**src/rtl/onboard_param_loader.sv**
```systemverilog
// ---------------------------------------------------------------------------
// onboard_param_loader
//
// Board-side front end for the egg-drop pipelined CPU. Synchronises and
// debounces the yes/ready push buttons, latches the 8-bit switch value into
// the eggs or floor operand register, holds the CPU in reset while operands
// are being set up, then steps the CPU with a clock-enable tick until the
// fetched instruction reads all-zero.
//
// Ports
//   clk_in      in   1  board clock
//   reset       in   1  asynchronous, active-high
//   btn_yes     in   1  raw button: latch sw_choose into the operand chosen by sw_id
//   btn_ready   in   1  raw button: operands complete, start the run
//   sw_id       in   1  operand select (0 = eggs, 1 = floor)
//   sw_choose   in   8  operand value
//   cpu_inst    in  32  instruction currently fetched by the CPU (0 = halt)
//   eggs        out 32  operand register, zero-extended
//   floor       out 32  operand register, zero-extended
//   cpu_rst     out  1  CPU reset, active-high
//   cpu_clk_en  out  1  one-cycle pulse per CPU step
//   state       out  2  0 SETUP, 1 LOAD, 2 RUN, 3 HALT
//   done        out  1  high in HALT
//   err         out  1  sticky: ready pressed while an operand was zero
// ---------------------------------------------------------------------------
module onboard_param_loader #(
    parameter int DEBOUNCE_CYCLES = 1000000,
    parameter int CPU_DIV         = 10000,
    parameter int LOAD_CYCLES     = 2
) (
    input  logic        clk_in,
    input  logic        reset,
    input  logic        btn_yes,
    input  logic        btn_ready,
    input  logic        sw_id,
    input  logic [7:0]  sw_choose,
    input  logic [31:0] cpu_inst,
    output logic [31:0] eggs,
    output logic [31:0] floor,
    output logic        cpu_rst,
    output logic        cpu_clk_en,
    output logic [1:0]  state,
    output logic        done,
    output logic        err
);

    localparam int DB_W = (DEBOUNCE_CYCLES > 1) ? $clog2(DEBOUNCE_CYCLES) : 1;
    localparam int TK_W = (CPU_DIV > 1)         ? $clog2(CPU_DIV)         : 1;
    localparam int LD_W = (LOAD_CYCLES > 1)     ? $clog2(LOAD_CYCLES)     : 1;

    localparam logic [DB_W-1:0] DB_LAST = DB_W'(DEBOUNCE_CYCLES - 1);
    localparam logic [TK_W-1:0] TK_LAST = TK_W'(CPU_DIV - 1);
    localparam logic [LD_W-1:0] LD_LAST = LD_W'(LOAD_CYCLES - 1);

    typedef enum logic [1:0] {
        ST_SETUP = 2'd0,
        ST_LOAD  = 2'd1,
        ST_RUN   = 2'd2,
        ST_HALT  = 2'd3
    } state_t;

    // -----------------------------------------------------------------------
    // Buttons: 2-FF synchroniser, debounce counter, rising-edge pulse.
    // Index 0 = yes, 1 = ready.
    // -----------------------------------------------------------------------
    logic [1:0] w_btn_raw;
    logic [1:0] w_press;

    assign w_btn_raw = {btn_ready, btn_yes};

    genvar gi;
    generate
        for (gi = 0; gi < 2; gi++) begin : g_btn
            logic            r_meta;
            logic            r_sync;
            logic            r_level;
            logic            r_level_d;
            logic [DB_W-1:0] r_cnt;

            always_ff @(posedge clk_in or posedge reset) begin
                if (reset) begin
                    r_meta    <= 1'b0;
                    r_sync    <= 1'b0;
                    r_level   <= 1'b0;
                    r_level_d <= 1'b0;
                    r_cnt     <= '0;
                end else begin
                    r_meta    <= w_btn_raw[gi];
                    r_sync    <= r_meta;
                    r_level_d <= r_level;
                    // The counter only advances while the sample disagrees
                    // with the debounced level; any agreeing sample restarts it.
                    if (r_sync == r_level) begin
                        r_cnt <= '0;
                    end else if (r_cnt == DB_LAST) begin
                        r_level <= r_sync;
                        r_cnt   <= '0;
                    end else begin
                        r_cnt <= r_cnt + 1'b1;
                    end
                end
            end

            // Both terms are registers, so the pulse is glitch-free.
            assign w_press[gi] = r_level & ~r_level_d;
        end
    endgenerate

    logic w_yes_p;
    logic w_ready_p;

    assign w_yes_p   = w_press[0];
    assign w_ready_p = w_press[1];

    // -----------------------------------------------------------------------
    // Switch synchronisers (no debounce: only sampled on a yes pulse).
    // -----------------------------------------------------------------------
    logic       r_id_meta;
    logic       r_id_sync;
    logic [7:0] r_sw_meta;
    logic [7:0] r_sw_sync;

    always_ff @(posedge clk_in or posedge reset) begin
        if (reset) begin
            r_id_meta <= 1'b0;
            r_id_sync <= 1'b0;
            r_sw_meta <= '0;
            r_sw_sync <= '0;
        end else begin
            r_id_meta <= sw_id;
            r_id_sync <= r_id_meta;
            r_sw_meta <= sw_choose;
            r_sw_sync <= r_sw_meta;
        end
    end

    // -----------------------------------------------------------------------
    // Control FSM. Every output is a register loaded from its _next value.
    // -----------------------------------------------------------------------
    state_t          r_state;
    state_t          w_state_next;
    logic [7:0]      r_eggs;
    logic [7:0]      w_eggs_next;
    logic [7:0]      r_floor;
    logic [7:0]      w_floor_next;
    logic            r_err;
    logic            w_err_next;
    logic [LD_W-1:0] r_load_cnt;
    logic [LD_W-1:0] w_load_cnt_next;
    logic [TK_W-1:0] r_tick_cnt;
    logic [TK_W-1:0] w_tick_cnt_next;
    logic            r_cpu_rst;
    logic            w_cpu_rst_next;
    logic            r_clk_en;
    logic            w_clk_en_next;
    logic            r_done;
    logic            w_done_next;

    always_ff @(posedge clk_in or posedge reset) begin
        if (reset) begin
            r_state    <= ST_SETUP;
            r_eggs     <= '0;
            r_floor    <= '0;
            r_err      <= 1'b0;
            r_load_cnt <= '0;
            r_tick_cnt <= '0;
            r_cpu_rst  <= 1'b1;
            r_clk_en   <= 1'b0;
            r_done     <= 1'b0;
        end else begin
            r_state    <= w_state_next;
            r_eggs     <= w_eggs_next;
            r_floor    <= w_floor_next;
            r_err      <= w_err_next;
            r_load_cnt <= w_load_cnt_next;
            r_tick_cnt <= w_tick_cnt_next;
            r_cpu_rst  <= w_cpu_rst_next;
            r_clk_en   <= w_clk_en_next;
            r_done     <= w_done_next;
        end
    end

    always_comb begin
        w_state_next    = r_state;
        w_eggs_next     = r_eggs;
        w_floor_next    = r_floor;
        w_err_next      = r_err;
        w_load_cnt_next = r_load_cnt;
        w_tick_cnt_next = r_tick_cnt;
        w_cpu_rst_next  = 1'b1;
        w_clk_en_next   = 1'b0;
        w_done_next     = 1'b0;

        unique case (r_state)
            ST_SETUP: begin
                if (w_yes_p) begin
                    if (r_id_sync) begin
                        w_floor_next = r_sw_sync;
                    end else begin
                        w_eggs_next = r_sw_sync;
                    end
                    w_err_next = 1'b0;
                end
                // Checked against the current (pre-latch) operands, so a
                // simultaneous yes cannot rescue a zero operand this cycle.
                if (w_ready_p) begin
                    if (r_eggs == 8'd0 || r_floor == 8'd0) begin
                        w_err_next = 1'b1;
                    end else begin
                        w_state_next    = ST_LOAD;
                        w_load_cnt_next = '0;
                    end
                end
            end

            ST_LOAD: begin
                // CPU stays in reset while its regfile captures eggs/floor.
                if (r_load_cnt == LD_LAST) begin
                    w_state_next    = ST_RUN;
                    w_cpu_rst_next  = 1'b0;
                    w_tick_cnt_next = '0;
                end else begin
                    w_load_cnt_next = r_load_cnt + 1'b1;
                end
            end

            ST_RUN: begin
                w_cpu_rst_next = 1'b0;
                if (r_tick_cnt == TK_LAST) begin
                    w_tick_cnt_next = '0;
                    // A zero fetch means the program has finished: skip the
                    // step so the CPU state is left exactly as it halted.
                    if (cpu_inst == 32'd0) begin
                        w_state_next = ST_HALT;
                        w_done_next  = 1'b1;
                    end else begin
                        w_clk_en_next = 1'b1;
                    end
                end else begin
                    w_tick_cnt_next = r_tick_cnt + 1'b1;
                end
            end

            ST_HALT: begin
                w_cpu_rst_next = 1'b0;
                w_done_next    = 1'b1;
                if (w_yes_p) begin
                    w_state_next   = ST_SETUP;
                    w_cpu_rst_next = 1'b1;
                    w_done_next    = 1'b0;
                end
            end

            default: begin
                w_state_next = ST_SETUP;
            end
        endcase
    end

    assign eggs       = {24'd0, r_eggs};
    assign floor      = {24'd0, r_floor};
    assign cpu_rst    = r_cpu_rst;
    assign cpu_clk_en = r_clk_en;
    assign state      = r_state;
    assign done       = r_done;
    assign err        = r_err;

endmodule

```
**config.mk**
```make
export PLATFORM = sky130hd
export DESIGN_NAME = onboard_param_loader
export DESIGN_NICKNAME = d
export VERILOG_FILES = /design/src/rtl/onboard_param_loader.sv
export SDC_FILE = /design/constraint.sdc
export NUM_CORES = 1
export LEC_CHECK = 0
export ABC_AREA = 1
export CORE_ASPECT_RATIO = 0.8
export CORE_MARGIN = 2
export CORE_UTILIZATION = 50
export CTS_CLUSTER_SIZE = 10
export DETAILED_ROUTE_END_ITERATION = 6
export PLACE_DENSITY_LB_ADDON = 0.15
export SLEW_MARGIN = 10
export SYNTH_ARGS = -nofsm -noshare
export SYNTH_HDL_FRONTEND = slang
export SYNTH_SLANG_ARGS = --single-unit
export TNS_END_PERCENT = 100
```
**constraint.sdc**
```tcl
create_clock -name clk_in -period 3.8 [get_ports clk_in]
set_clock_uncertainty 0.1 [all_clocks]
set_input_delay 0.57 -clock clk_in [delete_from_list [all_inputs] [get_ports clk_in]]
set_output_delay 0.57 -clock clk_in [all_outputs]
set_load 0.02 [all_outputs]
```
==> impl_results.md, run 1 <==
- Max Cap Viol: 0
- First-pass GRT wire length: 17500 µm
- Worst hold path type: register to register
- Synth-to-layout area growth: 18.3%
- Die width: 118 µm
- Routed vias/inst: 4.80
- I/O Pins: 115
- Die height: 95.6 µm
- Port Buffers: 66
- Reg-to-reg startpoint: g_btn[0].r_cnt[0]
- Clock slew at reported path FFs: 0.07 ns
- Clock sinks: 103
- Clock Latency Late Sink: 0.34 ns
- Clk root buf: clkbuf_16
- Main synth FF type: dfrtp_1
- Total GRT Usage: 19.2%
- Initial Util: 51.2%
- Via count: 4010
- Synth Cell Area: 5240 µm²
- Post-synth EDFFs: 0
- TritonCTS Buffers: 9
- Total grt overflow: 0
- Kind of critical path: register to primary output
- Crit path largest cell delay: 0.66 ns
- Crit-path max FO: 5
- Worst setup endpoint: state[0]
- Antenna cells: 0
- Hold Buf Count CTS: 0
- Slew margin rel.: 50.5%
- Setup-failing EPs final: 0
- Share of cells above drive strength 1: 9.91%
- Iter 0 DRT Violations: 172
- Ordered list of cells on the worst path: clkdlybuf4s50_1
- Avg Inst Size Synth: 8.50 µm²
- Fin nets: 743
- Tmin final: 2.13 ns
- WP depth: 1
- Vias in the first global route: 3823
- Unrepaired setup endpoints after global routing: no
- Fin. Hold Viols: 0
- CP arrival: 1.46 ns
- CTS tree: done
- Dpl hpwl: 7580 µm
- Worst vdd ir: 0.343 mV
- Post-CTS Setup Bufs: 0
- Count of state elements after synthesis: 103
- Async set-reset flop share out of synthesis: 100%
- Max Fclk: 0.470 GHz
- CP top delay family: buffers and inverters
- Bufs on Longest Clock Path: 2
- CP max stage cell: clkdlybuf4s50_1
- Leakage: 2.84 nW
- Detailed Routing Iterations Pass 1: 4
- Largest net degree at the start of global routing: 61
- Antenna Nets Post-Route: 0
- Area after DPL: 5900 µm²
- Placeable Area: 10200 µm²
- Fin. max-slew vios: 0
- Mean routed wirelength per cell: 12.1 µm
- CP Capture Type: primary output
- Hold_sp: r_sw_meta[3]
- Crit start category: register
- Netlist cell types: 38
- RR Endpoint: g_btn[0].r_cnt[19]
- Reg2reg setup slack: 1.76 ns
- H-tree depth: 3
- Antenna violations before repair: 0
- Post-Route WL: 10100 µm
- Synth warnings: 0
- Worst Path Buf+Inv: 1
- Worst Path Required: 3.13 ns
- Worst Setup SP: state[0]
- Final non-filler cell area: 6200 µm²
- TNS Setup: 0 ns
- Worst slew pin tran: 0.742 ns
- Register area share after synthesis: 49.2%
- Die ar.: 11300 µm²
- PwrDens: 355 nW/µm²
- Row Count: 33
- Worst reg2reg path depth: 10
- Final RePlAce weighted congestion: 0.881
- Outcome: finished, final reports clean
- Fin crit share: 55.9%
- Gate count after technology mapping: 617
- # resized after CTS: 0
- DRC viols: 0
==> kinds of logic after synthesis <==
kind of cell               Yosys count  share of synthesized area (%)
DFF                                103                           49.2
buffers and inverters              132                           13.1
and+or+nand+nor                    305                           28.1
xor gates and xnor gates            13                           2.17
other                                1                         0.0715
adders and majority gates            7                           1.67
AOI/OAI and AO/OA                   56                           5.73
==> area by class of cell <==
cell class,count,area [µm²]
fillers,883,4040
flip-flops and latches,103,2580
multi-input cells,429,2160
repair buffers,67,681
inverters,81,307
clock buffers,10,239
well taps,140,175
clock inverters,6,67.6
==> layer usage <==
| metal | up-vias | routed length (µm) | global-route usage (%) |
|---|---|---|---|
| li1 | 2013 | - | - |
| met1 | 1863 | 4580 | 24.1 |
| met2 | 127 | 4690 | 33.0 |
| met3 | 7 | 738 | 5.38 |
| met4 | 0 | 69 | 5.56 |
| met5 | - | 0 | 0 |
==> cells in the mapped netlist (3+ instances only) <==
master	number	share of area [%]
dfrtp_1	102	49
nand2_1	101	7.2
nor2_1	96	6.9
inv_1	68	4.9
buf_4	48	6.9
nor3_1	32	3.1
o21ai_0	29	2.8
nand3_1	22	2.1
a21oi_1	17	1.6
inv_2	13	0.93
nand4_1	12	1.4
xor2_1	9	1.5
ha_1	7	1.7
nand3_2	7	1.3
nand2_2	6	0.72
nor2_2	5	0.60
nor2_4	5	1.1
nor3_2	4	0.76
xnor2_1	4	0.67
a31oi_1	3	0.36
nand2_4	3	0.64
==> flip-flops by register name, indices dropped and copies added, names as in the netlist, 2 cells and up <==
signal	cells
r_sw_meta	8
g_btn.r_sync	2
g_btn.r_level	2
r_eggs	8
r_tick_cnt	14
g_btn.r_cnt	40
r_sw_sync	8
g_btn.r_meta	2
r_floor	8
g_btn.r_level_d	2
state	2
==> worst min-delay path by stage <==
| stage | to | slack (ns) | depth (start not counted) |
|---|---|---|---|
| detailed placement | r_sw_sync[5] | 0.24 | 0 |
| global placement | r_sw_sync[1] | 0.23 | 0 |
| CTS | r_sw_sync[5] | 0.25 | 0 |
| global route | r_sw_sync[1] | 0.25 | 0 |
| floorplan | g_btn[0].r_sync | 0.23 | 0 |
| finish | r_sw_sync[3] | 0.25 | 0 |
==> power by group <==
group          leakage [nW]  internal (mW)  switching, mW  total [mW]
registers              1.38           1.11        0.00922        1.12
logic                  1.31         0.0518         0.0879       0.140
clock network         0.151          0.533          0.408       0.941
total                  2.84           1.70          0.505        2.20
==> placed cells by master, fill, tap and decap left out, drive strengths merged <==
cell / instances
nand3b: 1
a21oi: 18
and3: 2
nor2: 107
nor4: 1
clkinv: 2
o21ai: 33
xor2: 9
nor3: 37
or2: 2
nor3b: 3
clkbuf: 10
a211oi: 2
xnor2: 4
buf: 1
nand2: 110
clkdlybuf4s50: 66
dfrtp: 102
dfstp: 1
nand4: 12
nand3: 30
inv: 83
ha: 7
conb: 48
bufinv: 1
clkinvlp: 1
a31oi: 3
==> metrics by stage <==
step	utilization, %	cells	power, mW	hold WS (ns)	setup WS, ns
final	60.6	836	2.20	0.249	1.67
after global routing	60.6	836	2.29	0.255	1.52
after CTS	60.6	836	2.23	0.251	1.65
after detailed placement	57.6	820	1.28	0.236	1.73
after global placement	57.6	820	1.28	0.233	1.81
after floorplan	-	664	1.26	0.231	0.428
Note: power is estimated with default switching activity, not from simulation.
==> run 2, diff against run 1 <==
--- a/config.mk
+++ b/config.mk
@@ -8,7 +8,7 @@
 export ABC_AREA = 1
 export CORE_ASPECT_RATIO = 0.8
 export CORE_MARGIN = 2
-export CORE_UTILIZATION = 50
+export CORE_UTILIZATION = 46
 export CTS_CLUSTER_SIZE = 10
 export DETAILED_ROUTE_END_ITERATION = 6
 export PLACE_DENSITY_LB_ADDON = 0.15
==> constraint.sdc (replaced) <==
create_clock -name clk_in -period 1.7 [get_ports clk_in]
set_clock_uncertainty 0.1 [all_clocks]
set_input_delay 0.255 -clock clk_in [delete_from_list [all_inputs] [get_ports clk_in]]
set_output_delay 0.255 -clock clk_in [all_outputs]
set_load 0.02 [all_outputs]
==> impl_results.md, run 2 (same netlist as run 1, synthesis figures left out) <==
- Final core occ: 60.0% (was 60.6%)
- TNS Setup: 0 ns (unchanged)
- Leakage: 3.09 nW (was 2.84 nW)
- Detailed Routing Iterations Pass 1: 4 (unchanged)
- Final RePlAce weighted congestion: 0.882 (was 0.881)
- Most frequent cells in the layout: dfrtp_1, nand2_1, nor2_1, inv_1, conb_1 (was dfrtp_1, nand2_1, nor2_1, inv_1, clkdlybuf4s50_1)
- CP Capture Type: primary output (unchanged)
- Fin. Hold Viols: 0 (unchanged)
- Via count: 4141 (was 4010)
- Fin nets: 769 (was 743)
- Largest net degree at the start of global routing: 50 (was 61)
- Setup-failing EPs final: 0 (unchanged)
- Worst Path Required: 1.34 ns (was 3.13 ns)
- TritonCTS Buffers: 9 (unchanged)
- Initial Util: 47.8% (was 51.2%)
- Worst hold path type: primary input to asynchronous set/reset pin (was register to register)
- Clock Latency Late Sink: 0.35 ns (was 0.34 ns)
- DRC viols: 0 (unchanged)
- Max Cap Viol: 0 (unchanged)
- Clock slew at reported path FFs: 0.08 ns (was 0.07 ns)
- CP top delay family: buffers and inverters (unchanged)
- Fill count: 932 (was 883)
- Final non-filler cell area: 6580 µm² (was 6200 µm²)
- Row Count: 34 (was 33)
- Post-Route WL: 10800 µm (was 10100 µm)
- Die height: 99.5 µm (was 95.6 µm)
- Iter 0 DRT Violations: 244 (was 172)
- Antenna cells: 0 (unchanged)
- Area of the multi-input gates: 2350 µm² (was 2160 µm²)
- Fin crit share: 95.6%
- Port Buffers: 66 (unchanged)
- Pre-CTS WS: -0.0779 ns (was 1.73 ns)
- Commonest non-fill, non-tap cell in the layout: dfrtp_1 (unchanged)
- Vias in the first global route: 3898 (was 3823)
- Number of flip-flops in the largest register: 40 (unchanged)
- Crit start category: register (unchanged)
- Antenna Nets Post-Route: 0 (unchanged)
- Area after DPL: 6050 µm² (was 5900 µm²)
- Crit path largest cell delay: 0.60 ns (was 0.66 ns)
- Share of cells above drive strength 1: 17.7% (was 9.91%)
- Worst vdd ir: 0.607 mV (was 0.343 mV)
- CP max stage cell: clkdlybuf4s50_1 (unchanged)
- Ordered list of cells on the worst path: clkdlybuf4s50_1 (unchanged)
- Total grt overflow: 0 (unchanged)
- Hold Buf Count CTS: 0 (unchanged)
- Fin. max-slew vios: 0 (unchanged)
- Bufs on Longest Clock Path: 2 (unchanged)
- Die ar.: 12300 µm² (was 11300 µm²)
- Max Fclk: 0.616 GHz
- Antenna violations before repair: 0 (unchanged)
- PwrDens: 745 nW/µm² (was 355 nW/µm²)
- Clock sinks: 103 (unchanged)
- Kind of critical path: register to primary output (unchanged)
- Largest Register: g_btn.r_cnt (unchanged)
- CTS tree: done (unchanged)
- Final worst slack: 0.0753 ns (was 1.67 ns)
- H-tree depth: 3 (unchanged)
- Outcome: finished, final reports clean (unchanged)
- Worst Path Buf+Inv: 1 (unchanged)
- Placeable Area: 11000 µm² (was 10200 µm²)
- Synth-to-layout area growth: 25.5% (was 18.3%)
- Mean routed wirelength per cell: 12.5 µm (was 12.1 µm)
- Routed vias/inst: 4.78 (was 4.80)
- CP arrival: 1.27 ns (was 1.46 ns)
- Largest registers: g_btn.r_cnt x40, r_tick_cnt x14 (unchanged)
- Dpl hpwl: 7960 µm (was 7580 µm)
- Tmin final: 1.62 ns
- Die width: 123 µm (was 118 µm)
- Total GRT Usage: 18.0% (was 19.2%)
- Register area: 2580 µm² (about the same)
- First-pass GRT wire length: 17500 µm (about the same)
- Clk root buf: clkbuf_16 (unchanged)
- Crit-path max FO: 1 (was 5)
- I/O Pins: 115 (unchanged)
## run 2: path summary, 6_finish.rpt
path	start	endpoint	slack, ns	cells past startpoint
worst min register to register	r_sw_meta[6]	r_sw_sync[6]	0.25	0
min in group clk_in	sw_choose[1]	r_sw_meta[1]	0.23	1
worst min-delay path	reset	r_sw_meta[6]	0.11	2
worst max register to register	state[0]	r_eggs[5]	0.09	7
max in group asynchronous	reset	cpu_rst	0.83	3
worst max-delay path	done	done	0.08	1
## run 2: final cells by class
type | instances | share of cell area, %
Sequential cell | 103 | 39.2
Multi-Input combinational cell | 430 | 35.7
Timing Repair Buffer | 92 | 13.0
Inverter | 81 | 4.75
Clock buffer | 9 | 3.42
Tap cell | 144 | 2.74
Clock inverter | 7 | 1.18
## run 2: report_power, final
group          leakage, nW  internal [mW]  switching (mW)
Clock                0.149           1.04            1.01
Sequential            1.38           2.49          0.0217
Combinational         1.57          0.134           0.204
Total                 3.09           3.66            1.24
## run 2: timing repair
action / in CTS / in global routing
resized for setup: 22 / 49
cloned: 0 / 1
endpoints found under the setup margin: 32 / 56
pin swaps: 1 / 10
setup buffers: 3 / 5
## run 2: stage by stage
step | hold slack (ns) | power (mW) | instances
after floorplan | 0.186 | 2.82 | 664
after global placement | 0.234 | 2.88 | 841
after detailed placement | 0.236 | 2.88 | 841
after CTS | 0.102 | 4.95 | 860
after global routing | 0.112 | 5.09 | 866
final | 0.106 | 4.90 | 866
## run 2: routing by layer
layer	vias to the layer above	global-route usage, %	part of all wire (%)
met5	-	0	0
met4	0	6.03	1.5
met1	1903	23.6	45
met3	13	4.64	8.0
met2	146	29.2	46
li1	2079	-	-
==> run 3, diff against run 2 <==
--- a/config.mk
+++ b/config.mk
@@ -7,7 +7,7 @@
 export LEC_CHECK = 0
 export ABC_AREA = 1
 export CORE_ASPECT_RATIO = 0.8
-export CORE_MARGIN = 2
+export CORE_MARGIN = 1.5
 export CORE_UTILIZATION = 46
 export CTS_CLUSTER_SIZE = 10
 export DETAILED_ROUTE_END_ITERATION = 6
==> impl_results.md, run 3 (same netlist as run 1, synthesis figures left out) <==
- CTS tree: done (unchanged)
- CP max stage cell: dfrtp_2 (was clkdlybuf4s50_1)
- Detailed Routing Iterations Pass 1: 5 (was 4)
- Antenna violations before repair: 0 (unchanged)
- Largest net degree at the start of global routing: 47 (was 50)
- Max Fclk: 0.599 GHz (was 0.616 GHz)
- Hold Buf Count CTS: 0 (unchanged)
- Clock sinks: 103 (unchanged)
- Port Buffers: 66 (unchanged)
- TritonCTS Buffers: 9 (unchanged)
- Worst hold path type: primary input to asynchronous set/reset pin (unchanged)
- Antenna Nets Post-Route: 0 (unchanged)
- Initial Util: 47.8% (unchanged)
- Ordered list of cells on the worst path: buf_6 -> ha_4 -> o21ai_4 -> inv_4 -> nand2_4 -> inv_4 -> nor3_1 (was clkdlybuf4s50_1)
- Sw Share: 24.3% (was 25.3%)
- Via count: 4153 (was 4141)
- First-pass GRT wire length: 17500 µm (about the same)
- Crit path largest cell delay: 0.44 ns (was 0.60 ns)
- Kind of critical path: register to register (was register to primary output)
- I/O Pins: 115 (unchanged)
- Seq pwr share: 52.5% (was 51.1%)
- Register area: 2580 µm² (about the same)
- Total grt overflow: 0 (unchanged)
- Clock Latency Late Sink: 0.34 ns (was 0.35 ns)
- Routed vias/inst: 4.76 (was 4.78)
- Vias in the first global route: 3885 (was 3898)
- Commonest non-fill, non-tap cell in the layout: dfrtp_1 (unchanged)
- Share of cells above drive strength 1: 18.3% (was 17.7%)
- Reg-to-reg startpoint: state[1] (was state[0])
- Worst Path Buf+Inv: 3 (was 1)
- CP Capture Type: register (was primary output)
- Mean routed wirelength per cell: 12.5 µm (about the same)
- Crit start category: register (unchanged)
- CP most frequent cell: inv_4
- Most frequent cells in the layout: dfrtp_1, nand2_1, nor2_1, inv_1, conb_1 (unchanged)
- Setup-failing EPs final: 0 (unchanged)
- Leakage: 3.17 nW (was 3.09 nW)
- Largest Register: g_btn.r_cnt (unchanged)
- Die width: 122 µm (was 123 µm)
- DRC viols: 0 (unchanged)
- Final RePlAce weighted congestion: 0.872 (was 0.882)
- Iter 0 DRT Violations: 211 (was 244)
- Clk root buf: clkbuf_16 (unchanged)
- Fin crit share: 98.2% (was 95.6%)
- Antenna cells: 0 (unchanged)
- Fill count: 959 (was 932)
- Synth-to-layout area growth: 26.7% (was 25.5%)
- CP arrival: 1.83 ns (was 1.27 ns)
- Internal Pwr Total: 3.62 mW (was 3.66 mW)
- Psw: 1.17 mW (was 1.24 mW)
- H-tree depth: 3 (unchanged)
- Post-Route WL: 10900 µm (was 10800 µm)
- Reg2reg setup slack: 0.03 ns (was 0.09 ns)
- Fin nets: 776 (was 769)
- Die height: 98.5 µm (was 99.5 µm)
- Fin Hold WS: 0.231 ns (was 0.106 ns)
- Clock power share: 40.3% (was 42.0%)
- Clock slew at reported path FFs: 0.07 ns (was 0.08 ns)
- Tmin final: 1.67 ns (was 1.62 ns)
- Worst vdd ir: 0.512 mV (was 0.607 mV)
- Bufs on Longest Clock Path: 2 (unchanged)
- Max Cap Viol: 0 (unchanged)
- Dpl hpwl: 7750 µm (was 7960 µm)
- Placeable Area: 11000 µm² (unchanged)
- Worst Path Required: 1.86 ns (was 1.34 ns)
- Fin. max-slew vios: 0 (unchanged)
- Largest registers: g_btn.r_cnt x40, r_tick_cnt x14 (unchanged)
- PwrDens: 721 nW/µm² (was 745 nW/µm²)
- Area of the multi-input gates: 2360 µm² (was 2350 µm²)
- Logic pwr share: 7.2% (was 6.9%)
- Fin. Hold Viols: 0 (unchanged)
- Worst Setup SP: state[1] (was done)
- Unrepaired setup endpoints after global routing: yes
- Total GRT Usage: 18.1% (was 18.0%)
- TNS Setup: 0 ns (unchanged)
- CP top delay family: flip-flops (was buffers and inverters)
- Die ar.: 12100 µm² (was 12300 µm²)
- Crit-path max FO: 7 (was 1)
- Outcome: finished, final reports clean (unchanged)
- Row Count: 34 (unchanged)
- Number of flip-flops in the largest register: 40 (unchanged)
## run 3: cell count changes in the layout (fill, tap and decap cells not counted), moves of 4 or more
cell            delta
buf_4              +5
buf_6              +4
dlygate4sd2_1      -4
dlymetal6s2s_1     +4
nand3_2            -4
## run 3: worst paths after layout
kind	to	cells after the start
min in group clk_in	r_sw_meta[1]	1
hold reg to reg	r_id_sync	0
max in group asynchronous	g_btn[0].r_cnt[19]	3
setup reg to reg	r_tick_cnt[6]	7
setup / recovery	r_tick_cnt[6]	7
hold / removal	r_sw_meta[7]	3
## run 3: repair_timing
item,4_1_cts,5_1_grt
resized for setup,18,57
endpoints found under the setup margin,40,58
setup buffers,0,17
pin swaps,0,11
## run 3: layout make-up
type                            instances  area share [%]
Clock buffer                            9            3.39
Clock inverter                          6           0.659
Inverter                               81            4.71
Multi-Input combinational cell        429            35.6
Sequential cell                       103            38.9
Tap cell                              144            2.71
Timing Repair Buffer                  100            14.1
## run 3: tightest hold or removal path, stage by stage
cell             delay, ns
clkdlybuf4s50_1       0.44
clkinvlp_4            0.11
buf_12                0.25
## run 3: power groups by stage
stage | clock [mW] | combinational, mW | sequential, mW
final | 1.93 | 0.345 | 2.51
after floorplan | 0 | 0.269 | 2.55
after detailed placement | 0 | 0.329 | 2.55
after global routing | 2.07 | 0.385 | 2.52
after CTS | 1.98 | 0.331 | 2.51
after global placement | 0 | 0.326 | 2.55
## run 3: through the flow
stage	instance area, µm²	setup WS, ns	total power [mW]	util (%)	std cells
3_5_place_dp	6030	-0.0694	2.88	55.0	840
4_1_cts	6290	-0.0705	4.82	57.3	855
5_1_grt	6640	-0.0461	4.97	60.5	872
3_3_place_gp	6030	-0.0351	2.88	55.0	840
6_report	6640	0.0308	4.79	60.5	872
2_1_floorplan	5430	-0.00596	2.82	-	664
## run 3: routing by layer
metal | track usage, % | routed length [µm] | share of wire, % | up-vias
met3 | 4.92 | 819 | 7.5 | 11
met2 | 28.1 | 5000 | 46 | 158
met1 | 25.1 | 4980 | 46 | 1914
met5 | 0 | 0 | 0 | -
met4 | 4.92 | 99 | 0.91 | 0
li1 | - | - | - | 2070
